### src/rtl/odometry_integrator.sv
`timescale 1ns/1ps
// Odometry integrator: integrates global-frame VX/VY/WZ over a fixed sample
// period into pose X, Y (saturating) and THETA in degrees, wrapped to
// [-180, 180). One shared signed multiplier, sequenced by a small FSM.
//
//   state  | meaning
//   -------+--------------------------------------------------------------
//   IDLE   | waiting for READY; latches VX/VY/WZ when it arrives
//   MX     | xs = VX * DT
//   MY     | ys = VY * DT
//   MW     | ws = WZ * DT
//   MDEG   | ts = ws * RAD2DEG (heading step, degrees)
//   ACC    | X/Y saturating accumulate, T widened accumulate
//   WRAP   | fold T by one turn per cycle until it is in [-180, 180)
//   OUT    | publish pose, pulse DONE, back to IDLE
module odometry_integrator #(
    parameter int N_WIDTH   = 32,
    parameter int Q_WIDTH   = 15,
    parameter int DT_Q      = 328,
    parameter int RAD2DEG_Q = 1877468
) (
    input  logic               ODOMETRY_INTEGRATOR_CLOCK_50,
    input  logic               ODOMETRY_INTEGRATOR_RESET_InLow,
    input  logic               ODOMETRY_INTEGRATOR_CLEAR_In,
    input  logic               ODOMETRY_INTEGRATOR_READY_In,
    input  logic [N_WIDTH-1:0] ODOMETRY_INTEGRATOR_VX_InBus,
    input  logic [N_WIDTH-1:0] ODOMETRY_INTEGRATOR_VY_InBus,
    input  logic [N_WIDTH-1:0] ODOMETRY_INTEGRATOR_WZ_InBus,
    output logic               ODOMETRY_INTEGRATOR_BUSY_Out,
    output logic               ODOMETRY_INTEGRATOR_DONE_Out,
    output logic [N_WIDTH-1:0] ODOMETRY_INTEGRATOR_X_OutBus,
    output logic [N_WIDTH-1:0] ODOMETRY_INTEGRATOR_Y_OutBus,
    output logic [N_WIDTH-1:0] ODOMETRY_INTEGRATOR_THETA_OutBus
);

    localparam logic signed [N_WIDTH-1:0] DT_C      = N_WIDTH'(DT_Q);
    localparam logic signed [N_WIDTH-1:0] R2D_C     = N_WIDTH'(RAD2DEG_Q);
    localparam logic signed [N_WIDTH:0]   T_HI      = (N_WIDTH+1)'(180 * (2 ** Q_WIDTH));
    localparam logic signed [N_WIDTH:0]   T_LO      = -T_HI;
    localparam logic signed [N_WIDTH:0]   T_SPAN    = (N_WIDTH+1)'(360 * (2 ** Q_WIDTH));
    localparam logic        [N_WIDTH-1:0] SAT_MAX   = {1'b0, {(N_WIDTH-1){1'b1}}};
    localparam logic        [N_WIDTH-1:0] SAT_MIN   = {1'b1, {(N_WIDTH-1){1'b0}}};

    typedef enum logic [2:0] {
        S_IDLE,
        S_MX,
        S_MY,
        S_MW,
        S_MDEG,
        S_ACC,
        S_WRAP,
        S_OUT
    } state_t;

    state_t state_q, state_d;

    logic [N_WIDTH-1:0] vx_q, vx_d;
    logic [N_WIDTH-1:0] vy_q, vy_d;
    logic [N_WIDTH-1:0] wz_q, wz_d;
    logic [N_WIDTH-1:0] xs_q, xs_d;
    logic [N_WIDTH-1:0] ys_q, ys_d;
    logic [N_WIDTH-1:0] ws_q, ws_d;
    logic [N_WIDTH-1:0] ts_q, ts_d;
    logic [N_WIDTH-1:0] x_q, x_d;
    logic [N_WIDTH-1:0] y_q, y_d;
    logic signed [N_WIDTH:0] t_q, t_d;
    logic [N_WIDTH-1:0] x_out_q, x_out_d;
    logic [N_WIDTH-1:0] y_out_q, y_out_d;
    logic [N_WIDTH-1:0] t_out_q, t_out_d;
    logic               done_q, done_d;

    logic signed [N_WIDTH-1:0]   mul_a;
    logic signed [N_WIDTH-1:0]   mul_b;
    logic signed [2*N_WIDTH-1:0] mul_prod;
    logic        [N_WIDTH-1:0]   mul_res;
    logic                        mul_unused;
    logic signed [N_WIDTH:0]     t_sum;

    // Two's-complement add with clamping to the N_WIDTH signed range.
    function automatic logic [N_WIDTH-1:0] sat_add(input logic [N_WIDTH-1:0] a,
                                                    input logic [N_WIDTH-1:0] b);
        logic [N_WIDTH:0] s;
        s = {a[N_WIDTH-1], a} + {b[N_WIDTH-1], b};
        if (s[N_WIDTH] != s[N_WIDTH-1]) begin
            sat_add = s[N_WIDTH] ? SAT_MIN : SAT_MAX;
        end else begin
            sat_add = s[N_WIDTH-1:0];
        end
    endfunction

    // Shared multiplier operand select, driven purely by the current state.
    always_comb begin
        mul_a = vx_q;
        mul_b = DT_C;
        case (state_q)
            S_MY:    mul_a = vy_q;
            S_MW:    mul_a = wz_q;
            S_MDEG: begin
                mul_a = ws_q;
                mul_b = R2D_C;
            end
            default: ;
        endcase
    end

    // Taking bits [Q+N-1:Q] of the full product is the arithmetic shift
    // (floor) followed by truncation to N bits.
    assign mul_prod   = mul_a * mul_b;
    assign mul_res    = mul_prod[Q_WIDTH+N_WIDTH-1:Q_WIDTH];
    assign mul_unused = ^{mul_prod[2*N_WIDTH-1:Q_WIDTH+N_WIDTH], mul_prod[Q_WIDTH-1:0]};

    // Heading sum is one bit wider so a full-scale step cannot overflow.
    assign t_sum = t_q + $signed({ts_q[N_WIDTH-1], ts_q});

    // Next-state and datapath update; CLEAR overrides everything at the end.
    always_comb begin
        state_d = state_q;
        vx_d    = vx_q;
        vy_d    = vy_q;
        wz_d    = wz_q;
        xs_d    = xs_q;
        ys_d    = ys_q;
        ws_d    = ws_q;
        ts_d    = ts_q;
        x_d     = x_q;
        y_d     = y_q;
        t_d     = t_q;
        x_out_d = x_out_q;
        y_out_d = y_out_q;
        t_out_d = t_out_q;
        done_d  = 1'b0;

        case (state_q)
            S_IDLE: begin
                if (ODOMETRY_INTEGRATOR_READY_In) begin
                    vx_d    = ODOMETRY_INTEGRATOR_VX_InBus;
                    vy_d    = ODOMETRY_INTEGRATOR_VY_InBus;
                    wz_d    = ODOMETRY_INTEGRATOR_WZ_InBus;
                    state_d = S_MX;
                end
            end
            S_MX: begin
                xs_d    = mul_res;
                state_d = S_MY;
            end
            S_MY: begin
                ys_d    = mul_res;
                state_d = S_MW;
            end
            S_MW: begin
                ws_d    = mul_res;
                state_d = S_MDEG;
            end
            S_MDEG: begin
                ts_d    = mul_res;
                state_d = S_ACC;
            end
            S_ACC: begin
                x_d     = sat_add(x_q, xs_q);
                y_d     = sat_add(y_q, ys_q);
                t_d     = t_sum;
                state_d = S_WRAP;
            end
            S_WRAP: begin
                if (t_q >= T_HI) begin
                    t_d = t_q - T_SPAN;
                end else if (t_q < T_LO) begin
                    t_d = t_q + T_SPAN;
                end else begin
                    state_d = S_OUT;
                end
            end
            S_OUT: begin
                x_out_d = x_q;
                y_out_d = y_q;
                t_out_d = t_q[N_WIDTH-1:0];
                done_d  = 1'b1;
                state_d = S_IDLE;
            end
            default: state_d = S_IDLE;
        endcase

        if (ODOMETRY_INTEGRATOR_CLEAR_In) begin
            state_d = S_IDLE;
            vx_d    = '0;
            vy_d    = '0;
            wz_d    = '0;
            xs_d    = '0;
            ys_d    = '0;
            ws_d    = '0;
            ts_d    = '0;
            x_d     = '0;
            y_d     = '0;
            t_d     = '0;
            x_out_d = '0;
            y_out_d = '0;
            t_out_d = '0;
            done_d  = 1'b0;
        end
    end

    // State and datapath registers, cleared asynchronously on reset.
    always_ff @(posedge ODOMETRY_INTEGRATOR_CLOCK_50 or negedge ODOMETRY_INTEGRATOR_RESET_InLow) begin
        if (!ODOMETRY_INTEGRATOR_RESET_InLow) begin
            state_q <= S_IDLE;
            vx_q    <= '0;
            vy_q    <= '0;
            wz_q    <= '0;
            xs_q    <= '0;
            ys_q    <= '0;
            ws_q    <= '0;
            ts_q    <= '0;
            x_q     <= '0;
            y_q     <= '0;
            t_q     <= '0;
            x_out_q <= '0;
            y_out_q <= '0;
            t_out_q <= '0;
            done_q  <= 1'b0;
        end else begin
            state_q <= state_d;
            vx_q    <= vx_d;
            vy_q    <= vy_d;
            wz_q    <= wz_d;
            xs_q    <= xs_d;
            ys_q    <= ys_d;
            ws_q    <= ws_d;
            ts_q    <= ts_d;
            x_q     <= x_d;
            y_q     <= y_d;
            t_q     <= t_d;
            x_out_q <= x_out_d;
            y_out_q <= y_out_d;
            t_out_q <= t_out_d;
            done_q  <= done_d;
        end
    end

    assign ODOMETRY_INTEGRATOR_BUSY_Out     = (state_q != S_IDLE);
    assign ODOMETRY_INTEGRATOR_DONE_Out     = done_q;
    assign ODOMETRY_INTEGRATOR_X_OutBus     = x_out_q;
    assign ODOMETRY_INTEGRATOR_Y_OutBus     = y_out_q;
    assign ODOMETRY_INTEGRATOR_THETA_OutBus = t_out_q;

endmodule

### config.mk
export PLATFORM = sky130hd
export DESIGN_NAME = odometry_integrator
export DESIGN_NICKNAME = d
export VERILOG_FILES = /design/src/rtl/odometry_integrator.sv
export SDC_FILE = /design/constraint.sdc
export NUM_CORES = 2
export LEC_CHECK = 0
export BUFFER_PORTS_ARGS = -buffer_cell sky130_fd_sc_hd__buf_2
export CORE_ASPECT_RATIO = 0.5
export CORE_UTILIZATION = 35
export CTS_CLUSTER_SIZE = 24
export DETAILED_ROUTE_END_ITERATION = 8
export GPL_ROUTABILITY_DRIVEN = 1
export PLACE_DENSITY_LB_ADDON = 0.05
export SYNTH_ARGS = -nofsm -noshare
export SYNTH_HDL_FRONTEND = slang
export SYNTH_SLANG_ARGS = --single-unit
### constraint.sdc
create_clock -name ODOMETRY_INTEGRATOR_CLOCK_50 -period 11.01 [get_ports ODOMETRY_INTEGRATOR_CLOCK_50]
set_input_delay 1.101 -clock ODOMETRY_INTEGRATOR_CLOCK_50 [delete_from_list [all_inputs] [get_ports ODOMETRY_INTEGRATOR_CLOCK_50]]
set_output_delay 1.101 -clock ODOMETRY_INTEGRATOR_CLOCK_50 [all_outputs]
set_load 0.05 [all_outputs]
==> out/results.txt <==
The root buffer cell chosen for the clock tree is sky130_fd_sc_hd__clkbuf_16. Largest buffer count on any clock path: 3. Tracing the worst setup path back leads to its startpoint at state_q[0]. The number of instances in the synthesized netlist is 3709. The critical path required time came out at 11.56 ns.

TritonCTS built the clock tree. The most numerous cell type found on the critical path is sky130_fd_sc_hd__fa_1. For this run, asynchronously set or reset flops after synthesis account for 100%. In this run the standard cell core region covers 98800 µm². The post-detailed-routing wire length was 110000 µm.

STA classifies the critical path endpoint as a flop. After clock tree synthesis, the setup repair step added 0 buffers. From left edge to right edge, the die measures 451 µm. For the final database, setup skew stands at 0.0296 ns. The power per standard cell area is 293 nW/µm², and the clock buffer count from CTS is 44. The cell count of the worst reg-to-reg path was 30; the detailed placer's ending HPWL was 85300 µm.

The power consumption was 11.5 mW; the number of standard cells in the final layout excluding fillers was 5215. The number of warnings issued by yosys is 0, and the clock sink count is 421. The overall die area was 102000 µm²; the register clock-pin slew on the reported worst setup and hold paths was 0.07 ns. The tools report the hold buffer count at cts as 0.

The run gives 17.1% as the share of power burned in registers. For this configuration, the core starts out at a cell density of 35.7%. Slowest cell on the critical path: sky130_fd_sc_hd__a211oi_1. The critical path endpoint was ts_q[15]. The run gives 81 as the count of standard-cell rows. In the synthesized netlist the dominant register cell turns out to be sky130_fd_sc_hd__dfrtp_1. Global routing consumed, over all layers together, 21.7% of the routing resources. The logs give 102 MHz for the timing-limited maximum frequency and 0.898 for the final RePlAce weighted congestion.

The run finished, with violations left. The initial antenna violation count was 6. The top cell types in the final layout, fill and taps aside, are 561 x sky130_fd_sc_hd__inv_1, 459 x sky130_fd_sc_hd__nand2_1, 421 x sky130_fd_sc_hd__dfrtp_1, 389 x sky130_fd_sc_hd__ha_1, 313 x sky130_fd_sc_hd__a21oi_1. The first global-routing pass estimated 170000 µm of wire. The number of routed nets with antenna violations was 0. For the fraction of the core area covered by cells at the end of the flow, the log shows 39.8%. After the first detailed-routing iteration, the DRC count stood at 1671.

Adding up every negative setup slack in the final design gives 0 ns. After synthesis, the largest family of logic cells by area is adder cells. The share of cells above drive strength 1 was 8.78%. The synthesized area is 35300 µm². The tools report the maximum vdd ir drop as 0.000324 V. The synthesized design contains 421 register bits. Setup repair after global routing left no endpoint under its margin. For this run, the post-layout net count is 4643.

Across the run, the number of max-cap violations was 0. In the synthesized netlist, mux cells make up 0.113% of the area. Cell internal power was estimated by the tool at 5.38 mW.

Summing the areas of all and, or, nand and nor instances in the mapped netlist gives 11.0% of the synthesized area. For the pin with the worst max-slew slack, the measured transition is 1.23 ns. The number of global-route vias before repair was 27200. The vertical extent of the die was 227 µm; the detailed-route via count was 26800. The top fanout value on the critical path is 21, and the worst-skew pair later-pin latency is 0.63 ns.

The number of fillers in the final layout is 9983, and the first-pass iteration count of the detailed router is 7. The analysis attributes to net switching a power of 6.14 mW. Dividing the detail-routed wire length by the instance count gives 21.1 µm.

The max-slew violation total from the final report came out at 0. For the quantity of gates resized following cts, the log shows 0. Signal arrival time at the worst endpoint: 10.34 ns. For this run, design rule violations remaining after detail routing come to 20. The tightest min-delay check is of the in -> async type. From synthesis to final layout, the design area changed by 11.3%. Of the total synthesized cell area, the portion taken by XOR and XNOR cells is 3.32%. Of the total synthesized cell area, the portion taken by full adders, half adders and majority gates is 30.9%. Setup violations remaining at the end of the flow were counted as 0. Global routing finished with a remaining overflow of 0. 198 I/O pins were placed. The setup check on the worst reg-to-reg path leaves a slack of 1.23 ns. Entering global routing, the biggest net connects 161 pins.

The mean cell area of the mapped netlist came out at 9.52 µm². The clock period minus final worst setup slack is 9.78 ns, and the number of vias per cell is 5.14. The synthesized netlist contains 87 unique library cells.

The count of flip-flops with a built-in enable after synthesis was 0. Dividing the final minimum period by the clock period gives 88.9%. In this run, the combinational gates consume 68.5% of the power.

The library cell used most frequently in the layout, excluding fill and tap cells, is sky130_fd_sc_hd__inv_1. The sequential fraction of the synthesis area is 29.8%. The clock network fraction of design power is 14.4%. The tools report the leakage dissipation as 20.7 nW. The total instance count after detailed placement was 5136.

The element type at the critical path start was a flop. The largest single stage delay on the critical path is 0.91 ns. For the final count of hold timing violations, the log shows 0. The tools report the launching point of the worst reg2reg path as state_q[0]. The H-tree generated during clock tree synthesis spans 2 levels. The net switching share of the total power is 53.3%, and the count of buffers from port buffering is 197.

The headroom to the max-slew limit was 18.0%. The worst setup path is of the reg -> reg kind. The checks that failed: design-rule violations.

The synthesized netlist devotes 17.1% of its cell area to compound gates. The end of the worst register-to-register path was ts_q[15].
[synth_stat cells, drive strengths merged (21+ instances only)]
cell type    n  area [µm²]
dfrtp      421       10500
o21a        24         180
xnor2       78         683
nor2b       21         131
inv        561        2110
clkbuf     118         473
nand2b      29         181
fa         300        6010
nand3       46         230
nand3b      58         435
nand2      459        1720
a22o       106         930
buf         28         139
a21o        86         648
xor2        56         490
o21ai      132         664
nor3        29         161
nor2       129         484
a221o       53         532
a21oi      317        1590
ha         389        4870
[logic make-up (layout without fill, tap and decap cells)]
group           after synthesis  in the layout
fa+ha+maj                   692            692
other cells                   2             17
flops                       421            421
compound gates              896            896
simple gates                851            851
mux                           4              4
buf+inv                     709            872
xor+xnor                    134            134
[per-layer routing]
metal  vias up  track usage (%)  wire length (µm)  part of all wire, %
li1      12800                -                 -                    -
met1     13400             33.7             57500                   52
met2       516             31.6             45700                   41
met3        80             3.95              5710                  5.2
met4         2             3.26              1390                  1.3
met5         -                0                10               0.0091
[critical path: cells and delay by family (launching register included)]
kind / cells / cell delay, ns
DFF: 1 / 0.39
adders and majority gates: 9 / 4.03
and+or+nand+nor: 9 / 1.93
buffers and inverters: 6 / 0.73
AOI/OAI and AO/OA: 6 / 2.59
[per-stage QoR]
| stage | area, µm² | hold slack, ns | setup WS, ns |
|---|---|---|---|
| after floorplan | 35400 | 0.456 | 2.59 |
| after global placement | 37800 | 0.477 | 1.44 |
| after detailed placement | 37800 | 0.477 | 1.30 |
| after CTS | 39300 | 0.489 | 1.29 |
| after global routing | 39300 | 0.506 | 0.675 |
| final | 39300 | 0.456 | 1.23 |
[final cells by class]
class,count,area [µm²],share of cell area (%)
diodes,1,2.50,0.00637
clock buffers,63,1290,3.29
clock inverters,15,248,0.630
inverters,562,2110,5.37
multi-input cells,2593,22200,56.4
flip-flops and latches,421,10500,26.8
well taps,1328,1660,4.23
repair buffers,232,1280,3.26
[worst min-delay path by stage]
stage	endpoint	slack (ns)	depth (start not counted)
after floorplan	xs_q[21]	0.46	2
after global placement	ODOMETRY_INTEGRATOR_THETA_OutBus[1]	0.48	1
after detailed placement	ODOMETRY_INTEGRATOR_THETA_OutBus[31]	0.48	1
after CTS	ODOMETRY_INTEGRATOR_Y_OutBus[14]	0.49	1
after global routing	ODOMETRY_INTEGRATOR_Y_OutBus[5]	0.51	1
final	ODOMETRY_INTEGRATOR_Y_OutBus[5]	0.46	1
[registers in the layout (all words and copies together) (netlist names)]
| signal | cells |
|---|---|
| ODOMETRY_INTEGRATOR_THETA_OutBus | 32 |
| xs_q | 32 |
| ts_q | 32 |
| ODOMETRY_INTEGRATOR_DONE_Out | 1 |
| y_q | 32 |
| x_q | 32 |
| vx_q | 32 |
| ODOMETRY_INTEGRATOR_Y_OutBus | 32 |
| state_q | 3 |
| wz_q | 32 |
| t_q | 33 |
| ys_q | 32 |
| ws_q | 32 |
| ODOMETRY_INTEGRATOR_X_OutBus | 32 |
| vy_q | 32 |
[power by group through the flow]
stage | Combinational, mW | Clock (mW) | Sequential (mW)
6_report | 7.89 | 1.66 | 1.97
5_1_grt | 8.93 | 1.77 | 1.99
4_1_cts | 7.95 | 1.71 | 1.97
3_5_place_dp | 7.91 | 0 | 2.00
3_3_place_gp | 7.86 | 0 | 2.00
2_1_floorplan | 5.25 | 0 | 1.87
Note: power is estimated with default switching activity, not from simulation.
